[src/rtl/csr_file.sv]
// Machine-mode CSR file: WARL storage, trap entry/mret, CSR read-modify-write ops.
// Optional 64-bit mcycle/minstret counters are built when CSR_COUNTERS_EN is defined.
module csr_file #(
  parameter int unsigned     XLEN        = 32,
  parameter logic [XLEN-1:0] MTVEC_RESET = XLEN'(32'h8000_0000),
  parameter logic [XLEN-1:0] HART_ID     = '0
) (
  input  logic            clk,
  input  logic            rst,
  input  logic [11:0]     raddr,
  output logic [XLEN-1:0] rdata,
  input  logic [1:0]      csr_op,
  input  logic [XLEN-1:0] csr_wdata,
  output logic            csr_illegal,
  input  logic            trap_valid,
  input  logic [XLEN-1:0] trap_pc,
  input  logic [XLEN-1:0] trap_cause,
  input  logic [XLEN-1:0] trap_tval,
  input  logic            mret_valid,
  input  logic            retire,
  output logic [XLEN-1:0] trap_vector,
  output logic [XLEN-1:0] mepc_o,
  output logic            mie_o
);

  localparam logic [1:0]      MXL        = (XLEN == 64) ? 2'd2 : 2'd1;
  localparam logic [XLEN-1:0] MISA_VAL   = {MXL, {(XLEN-2){1'b0}}} | XLEN'(32'h0000_0100);
  localparam logic [XLEN-1:0] MTVEC_WARL = {MTVEC_RESET[XLEN-1:2], 1'b0, MTVEC_RESET[0]};

  logic            mie_q, mie_d, mpie_q, mpie_d;
  logic [XLEN-1:0] mtvec_q, mtvec_d, mscratch_q, mscratch_d;
  logic [XLEN-1:0] mepc_q, mepc_d, mcause_q, mcause_d, mtval_q, mtval_d;
  logic [XLEN-1:0] mstatus_s, rdata_s, wval_s, base_s;
  logic            impl_s, csr_we_s;
  logic            unused_s;
`ifdef CSR_COUNTERS_EN
  logic [63:0]     mcycle_q, mcycle_d, minstret_q, minstret_d;
  assign unused_s = ^trap_pc[1:0];
`else
  assign unused_s = ^{trap_pc[1:0], retire};
`endif

  assign mstatus_s = XLEN'({2'b11, 3'b000, mpie_q, 3'b000, mie_q, 3'b000});

  // Read decode: value of raddr and whether it is implemented.
  always_comb begin
    rdata_s = '0;
    impl_s  = 1'b1;
    case (raddr)
      12'h300: rdata_s = mstatus_s;
      12'h301: rdata_s = MISA_VAL;
      12'h305: rdata_s = mtvec_q;
      12'h340: rdata_s = mscratch_q;
      12'h341: rdata_s = mepc_q;
      12'h342: rdata_s = mcause_q;
      12'h343: rdata_s = mtval_q;
      12'hF11: rdata_s = '0;
      12'hF12: rdata_s = '0;
      12'hF14: rdata_s = HART_ID;
`ifdef CSR_COUNTERS_EN
      12'hB00: rdata_s = mcycle_q[XLEN-1:0];
      12'hB02: rdata_s = minstret_q[XLEN-1:0];
      12'hB80: if (XLEN == 32) rdata_s = XLEN'(mcycle_q[63:32]); else impl_s = 1'b0;
      12'hB82: if (XLEN == 32) rdata_s = XLEN'(minstret_q[63:32]); else impl_s = 1'b0;
`endif
      default: impl_s = 1'b0;
    endcase
  end

  assign rdata       = rdata_s;
  assign csr_illegal = !impl_s || ((csr_op != 2'b00) && (raddr[11:10] == 2'b11));
  assign csr_we_s    = (csr_op != 2'b00) && !csr_illegal;
  assign mepc_o      = mepc_q;
  assign mie_o       = mie_q;

  // RMW operand built from the pre-edge read value.
  always_comb begin
    case (csr_op)
      2'b01:   wval_s = csr_wdata;
      2'b10:   wval_s = rdata_s | csr_wdata;
      2'b11:   wval_s = rdata_s & ~csr_wdata;
      default: wval_s = rdata_s;
    endcase
  end

  // Trap target; vectored offset only for interrupts, masked base while in reset.
  always_comb begin
    base_s = {mtvec_q[XLEN-1:2], 2'b00};
    if (rst) begin
      trap_vector = {MTVEC_RESET[XLEN-1:2], 2'b00};
    end else if (mtvec_q[0] && trap_cause[XLEN-1]) begin
      trap_vector = base_s + {trap_cause[XLEN-3:0], 2'b00};
    end else begin
      trap_vector = base_s;
    end
  end

  // Next state: trap wins over mret, which wins over the CSR op.
  always_comb begin
    mie_d      = mie_q;
    mpie_d     = mpie_q;
    mtvec_d    = mtvec_q;
    mscratch_d = mscratch_q;
    mepc_d     = mepc_q;
    mcause_d   = mcause_q;
    mtval_d    = mtval_q;
`ifdef CSR_COUNTERS_EN
    mcycle_d   = mcycle_q + 64'd1;
    minstret_d = minstret_q + {63'd0, retire};
`endif
    if (trap_valid) begin
      mepc_d   = {trap_pc[XLEN-1:2], 2'b00};
      mcause_d = trap_cause;
      mtval_d  = trap_tval;
      mpie_d   = mie_q;
      mie_d    = 1'b0;
    end else if (mret_valid) begin
      mie_d  = mpie_q;
      mpie_d = 1'b1;
    end else if (csr_we_s) begin
      case (raddr)
        12'h300: begin
          mie_d  = wval_s[3];
          mpie_d = wval_s[7];
        end
        12'h305: mtvec_d    = {wval_s[XLEN-1:2], 1'b0, wval_s[0]};
        12'h340: mscratch_d = wval_s;
        12'h341: mepc_d     = {wval_s[XLEN-1:2], 2'b00};
        12'h342: mcause_d   = wval_s;
        12'h343: mtval_d    = wval_s;
`ifdef CSR_COUNTERS_EN
        // A written counter half holds the new value instead of counting.
        12'hB00: begin
          mcycle_d = mcycle_q;
          mcycle_d[XLEN-1:0] = wval_s;
        end
        12'hB02: begin
          minstret_d = minstret_q;
          minstret_d[XLEN-1:0] = wval_s;
        end
        12'hB80: begin
          mcycle_d = mcycle_q;
          mcycle_d[63:32] = wval_s[31:0];
        end
        12'hB82: begin
          minstret_d = minstret_q;
          minstret_d[63:32] = wval_s[31:0];
        end
`endif
        default: mie_d = mie_q;
      endcase
    end else begin
      mie_d = mie_q;
    end
  end

  // State registers.
  always_ff @(posedge clk or posedge rst) begin
    if (rst) begin
      mie_q      <= 1'b0;
      mpie_q     <= 1'b0;
      mtvec_q    <= MTVEC_WARL;
      mscratch_q <= '0;
      mepc_q     <= '0;
      mcause_q   <= '0;
      mtval_q    <= '0;
`ifdef CSR_COUNTERS_EN
      mcycle_q   <= 64'd0;
      minstret_q <= 64'd0;
`endif
    end else begin
      mie_q      <= mie_d;
      mpie_q     <= mpie_d;
      mtvec_q    <= mtvec_d;
      mscratch_q <= mscratch_d;
      mepc_q     <= mepc_d;
      mcause_q   <= mcause_d;
      mtval_q    <= mtval_d;
`ifdef CSR_COUNTERS_EN
      mcycle_q   <= mcycle_d;
      minstret_q <= minstret_d;
`endif
    end
  end

endmodule
[config.mk]
export PLATFORM = sky130hd
export DESIGN_NAME = csr_file
export DESIGN_NICKNAME = d
export VERILOG_FILES = /design/src/rtl/csr_file.sv
export SDC_FILE = /design/constraint.sdc
export NUM_CORES = 1
export LEC_CHECK = 0
export BUFFER_PORTS_ARGS = -buffer_cell sky130_fd_sc_hd__buf_2
export CORE_MARGIN = 5
export CORE_UTILIZATION = 44
export DETAILED_ROUTE_END_ITERATION = 8
export HOLD_SLACK_MARGIN = 0.05
export PLACE_DENSITY = 0.69
export REMOVE_ABC_BUFFERS = 1
export SETUP_SLACK_MARGIN = 0.1
export SYNTH_ARGS = -nofsm -noshare
export SYNTH_HDL_FRONTEND = slang
export SYNTH_SLANG_ARGS = --single-unit
[constraint.sdc]
create_clock -name clk -period 11.05 [get_ports clk]
set_clock_uncertainty 0.15 [all_clocks]
set_input_delay 2.21 -clock clk [delete_from_list [all_inputs] [get_ports clk]]
set_output_delay 2.21 -clock clk [all_outputs]
set_load 0.02 [all_outputs]
## Yosys cells after proc, flatten, opt, wreduce, memory -nomap -nowiden

Cells that the tools add are included.

- Add/subtract/negate cells: 1
- Equality and inequality tests: 15
- Muxes and demuxes: 25
- Bitwise operators: 5
- Reduce and logical (&&, ||, !) cells: 20

Operators with widths:

| cell | number |
|---|---|
| two-way mux 32 bit | 14 |
| case mux 32 bit (7 select lines) | 1 |
| case mux 32 bit (3 select lines) | 1 |
| == test 12 x 10 -> 1 bit (second input constant) | 7 |
| == test 12 bit (second input constant) | 3 |
| adder 32 bit | 1 |
| AND 32 bit | 1 |
| inverter 32 bit | 1 |
| bitwise OR 32 bit | 1 |
| nonzero test 2 bit | 5 |
| OR reduction 10 bit | 1 |
| two-way mux 1 bit | 9 |
| AND reduction 3 bit | 3 |
| AND reduction 4 bit | 2 |
| == test 2 bit (second input constant) | 3 |
| nonzero test 3 bit | 2 |
| logical AND 1 bit | 3 |
| == test 2 x 1 -> 1 bit (second input constant) | 1 |
| zero test 1 bit | 2 |
| inequality test 2 bit (second input constant) | 1 |
| inverter 1 bit | 2 |
| AND reduction 2 bit | 1 |
| logical OR 1 bit | 1 |

- Register bits after elaboration: 161
- Bits of input ports: 147
- Output and inout port bits: 98
- Logic and storage cells: 73

## Longest topological paths before layout

- Depth in word-level cells: 10
- Gate-level depth with buffers: 12
- Mapped depth without buffers: 10

## Least setup slack after synthesis

No wires, ideal clock.

- Kind: input -> output
- Start point: in rst
- End point: out trap_vector[15]
- Arrival: 8.128 ns
- Required time: 8.690 ns
- Setup slack: 0.562 ns
- Stages: 5
- Buffers on the path: 2
- Cells stage by stage: clkbuf_1 -> inv_1 -> clkbuf_1 -> nand3_1 -> o221ai_1

- Word-level cells in the longest chain between the ends: 1

RTL lines:

| item | RTL line | text |
|---|---|---|
| start: declaration | 9 | `input logic rst,` |
| two-way mux 32 bit | 89 | `if (rst) begin` |
| end: declaration | 21 | `output logic [XLEN-1:0] trap_vector,` |

Every way passes these cells.

## Worst setup path after layout

- Start point: in trap_cause[0]
- End point: out trap_vector[30]

- Word-level cells in the longest chain between the ends: 3

RTL lines:

| item | RTL line | text |
|---|---|---|
| start: declaration | 17 | `input logic [XLEN-1:0] trap_cause,` |
| adder 32 bit | 92 | `trap_vector = base_s + {trap_cause[XLEN-3:0], 2'b00};` |
| two-way mux 32 bit | 91 | `end else if (mtvec_q[0] && trap_cause[XLEN-1]) begin` |
| two-way mux 32 bit | 89 |  |

Every way passes these cells.

==> summary.txt <==
Clock tree
  – Worst skew pair latency: between 400 and 500 ps
  – Post-CTS Hold Fix Bufs: 0
  – Deepest clock path buffer count: 2
  – Post-CTS Setup Bufs: 0
  – Clock-pin slew on the worst setup and hold paths: 70 ps
  – # H-tree levels: 4
  – Clk sinks: 159
  – # resized after CTS: 0
  – CTS tree: done
  – CTS root buffer: clkbuf_16
  – TritonCTS Buffers: 17

Timing
  – Final hold vios: 0
  – Slew Viols, Final: 0
  – Worst slew pin tran: ~1000 ps
  – Hold_ws: 357.0 ps
  – Setup Viol. Count Final: 0
  – Unrepaired setup endpoints after global routing: no
  – Final period utilization: a little over two thirds
  – Max Clock Freq: 128.4 MHz
  – Rel. slew slack: 33.39%
  – Final setup TNS: 0 ps
  – Period minus WS final: ~8000 ps

Place
  – Placed insts: 1663
  – Detailed placer's ending HPWL: 24.40 mm
  – Port Buffer Count: 237
  – GPL Wtd Cong: about 0.90
  – Placed cell area: 0.01230 mm^2

Worst setup path
  – Worst path required time: roughly 8700 ps
  – WP data arrival: ~5400 ps
  – R2R cell count: 7
  – Slowest stage delay, CP: around 450 ps
  – Endpoint of the worst register-to-register path: mtval_q[11]
  – Setup crit start kind: input port
  – Worst path slowest cell: fa_1
  – CP Max Fanout: 5
  – Worst reg2reg setup slack: 8840 ps
  – Worst R2R Start: mepc_o[11]
  – Setup CP Type: input port to output port
  – Delay-heaviest family, CP: compound AO/OA/AOI/OAI gates
  – Crit-path cells: buf_2 -> ha_1 -> fa_1 -> a211oi_1 -> o21bai_1 -> o21ai_1 -> a211oi_1 -> nor3_2 -> o31ai_1 -> and2_1 -> o31ai_1 -> buf_2
  – Crit path buf inv count: 2
  – CP Capture Type: output port

Routing
  – First drt pass iteration count: 8
  – Vias/cell: between 5 and 6
  – Post-DRT Antenna Nets: 0
  – Final wirelength: 35.80 mm
  – Iter 0 DRT Violations: 960
  – WL/cell: 21.12 um
  – Vias post-DR: 10018
  – Drc violations: 0

Finish
  – Ant diodes: 0
  – Final instance area: about 0.013 mm^2
  – Final Util: 52.61%
  – Share of layout cells above drive strength 1: a little under a third
  – Non-Filler Instances: 1695
  – Filler instances: between 2000 and 2500
  – Area growth, synth to finish: 17.40%
  – # nets final: 1535

Floorplan
  – IO Pins: 245
  – Core Region: ~0.024 mm^2
  – Die Ht: 167.8 um
  – Row cnt: 57
  – Initial Util: 44.81%
  – Die width: 167.8 um
  – Die Area: approximately 0.028 mm^2

Global route
  – GRT Residual Overflow: 0
  – Largest net degree at the start of global routing: 100
  – Initial antenna violation count: 1
  – Vias in the first global route: around 9700
  – GRT Util Overall: about a quarter
  – First-pass GRT wire length: between 50 and 60 mm

Synth
  – Fraction of synthesized area in multiplexers: between 10% and 20%
  – Post-synth ARST share: between 90% and 100%
  – Cell accounting for the most synthesized area: dfrtp_1
  – Seq/Total Area, Yosys: a little over a third
  – Post-synth EDFFs: 0
  – Predominant post-synthesis flop cell: dfrtp_1
  – Mapped Cells: between 1000 and 1500
  – Complex-gate fraction of the synthesized area: 21.22%
  – Syn. warnings: 0
  – Main combinational cell family by area after synthesis: compound AO/OA/AOI/OAI gates
  – Adder-cell share of the synthesized area: under 10%
  – Synth Register Bits: ~160
  – Post-synth top area share: between 30 and 40%
  – Average cell area after synthesis: 9.401 um^2
  – Synth Area in XOR/XNOR: 3.835%
  – Ranking of synthesized cells by area: dfrtp_1, mux2_2, nand2_1, mux2i_1, a222oi_1
  – Mapped Area: 0.01096 mm^2
  – Distinct cells, synth: 79
  – Simple logic cell fraction of the synthesized area: around 15%

Power and ir drop
  – Peak supply drop: 0.07180 mV
  – PD cells: roughly 110 mW/mm^2
  – LEAKAGE: 6.565 nW

Job
  – Max Cap Violations: 0

Hold path
  – Worst hold path class: flop to flop
  – WHS Endpoint: mscratch_q[8]
  – Hold path startpoint: mscratch_q[8]
  – WHS Path Cells: 1

Outcome
  – Status: finished, final reports clean
==> how the worst max path moves through the flow <==
stage             startpoint               to  slack [ps]  cells past startpoint
2_1_floorplan            rst  trap_vector[30]        1830                      3
3_3_place_gp   trap_cause[0]  trap_vector[30]        3370                     12
3_5_place_dp   trap_cause[0]  trap_vector[30]        3340                     12
4_1_cts        trap_cause[0]  trap_vector[30]        3320                     12
5_1_grt        trap_cause[0]  trap_vector[30]        3080                     12
6_report       trap_cause[0]  trap_vector[30]        3260                     12
==> final cells by class <==
cell class / count / area (um^2) / area share (%)
clock inverter: 13 / 130.1 / 1.011
timing repair buffer: 258 / 1346 / 10.46
inverter: 42 / 162.7 / 1.264
tap: 324 / 405.4 / 3.150
multi-input combinational: 880 / 6401 / 49.74
clock buffer: 19 / 442.9 / 3.442
sequential: 159 / 3980 / 30.93
==> cells in the final DEF, fill, tap and decap left out, types with 17 or more instances in the layout <==
| cell type | synthesis | final |
|---|---|---|
| dfrtp_1 | 158 | 158 |
| mux2i_1 | 61 | 61 |
| nand2_1 | 167 | 167 |
| a21oi_1 | 63 | 62 |
| and2_1 | 34 | 34 |
| o21ai_0 | 89 | 89 |
| nor2_1 | 41 | 41 |
| buf_4 | 16 | 22 |
| xnor2_1 | 46 | 46 |
| a222oi_1 | 52 | 52 |
| nand4_1 | 17 | 17 |
| nand3_1 | 24 | 23 |
| buf_2 | 17 | 236 |
| mux2_2 | 87 | 87 |
| a2bb2oi_2 | 24 | 24 |
| ha_1 | 29 | 29 |
| clkbuf_16 | 0 | 17 |
| inv_1 | 42 | 41 |
==> cell families after synthesis <==
group | count (synthesis)
multiplexers | 148
XOR/XNOR | 48
adder cells (fa/ha/maj) | 30
buffers and inverters | 130
flip-flops | 159
AO/OA/AOI/OAI | 312
AND/OR/NAND/NOR | 338
other | 1
==> state kept, by name, summed over array words and instances, names as in the netlist <==
register and cells:
mcause_q 32, mepc_o 30, mie_o 1, mpie_q 1
mscratch_q 32, mtval_q 32, mtvec_q 31
==> power by group <==
part           switching [mW]  internal [mW]
sequential             0.0197          0.613
combinational           0.133         0.0908
clock                   0.267          0.322
total                   0.420           1.03
==> synth_stat cells, types with 9 or more instances <==
master / number
xnor2_1: 46
o21ai_0: 89
nor2b_1: 9
a21oi_1: 63
and2_1: 34
mux2_2: 87
clkbuf_1: 46
ha_1: 29
nand4_1: 17
buf_4: 16
dfrtp_1: 158
inv_1: 42
a21o_1: 9
nand2_1: 167
a2bb2oi_2: 24
nand3_1: 24
mux2i_1: 61
a211oi_1: 11
nor3_1: 9
a222oi_1: 52
nor2_1: 41
buf_2: 17
==> routing by layer <==
metal | share of wire, % | GRT usage, % | up-vias
li1 | - | - | 4669
met1 | 46 | 34.96 | 4895
met2 | 46 | 39.68 | 413
met3 | 6.8 | 4.525 | 39
met4 | 1.7 | 5.610 | 2
met5 | 0.056 | 0 | -
==> through the flow <==
stage	power (mW)	setup slack [ps]
after global placement	0.8604	3368
after global routing	1.511	3076
after detailed placement	0.8663	3335
after CTS	1.457	3315
final	1.446	3262
after floorplan	0.7660	1832
Note: power is estimated with default switching activity, not from simulation.
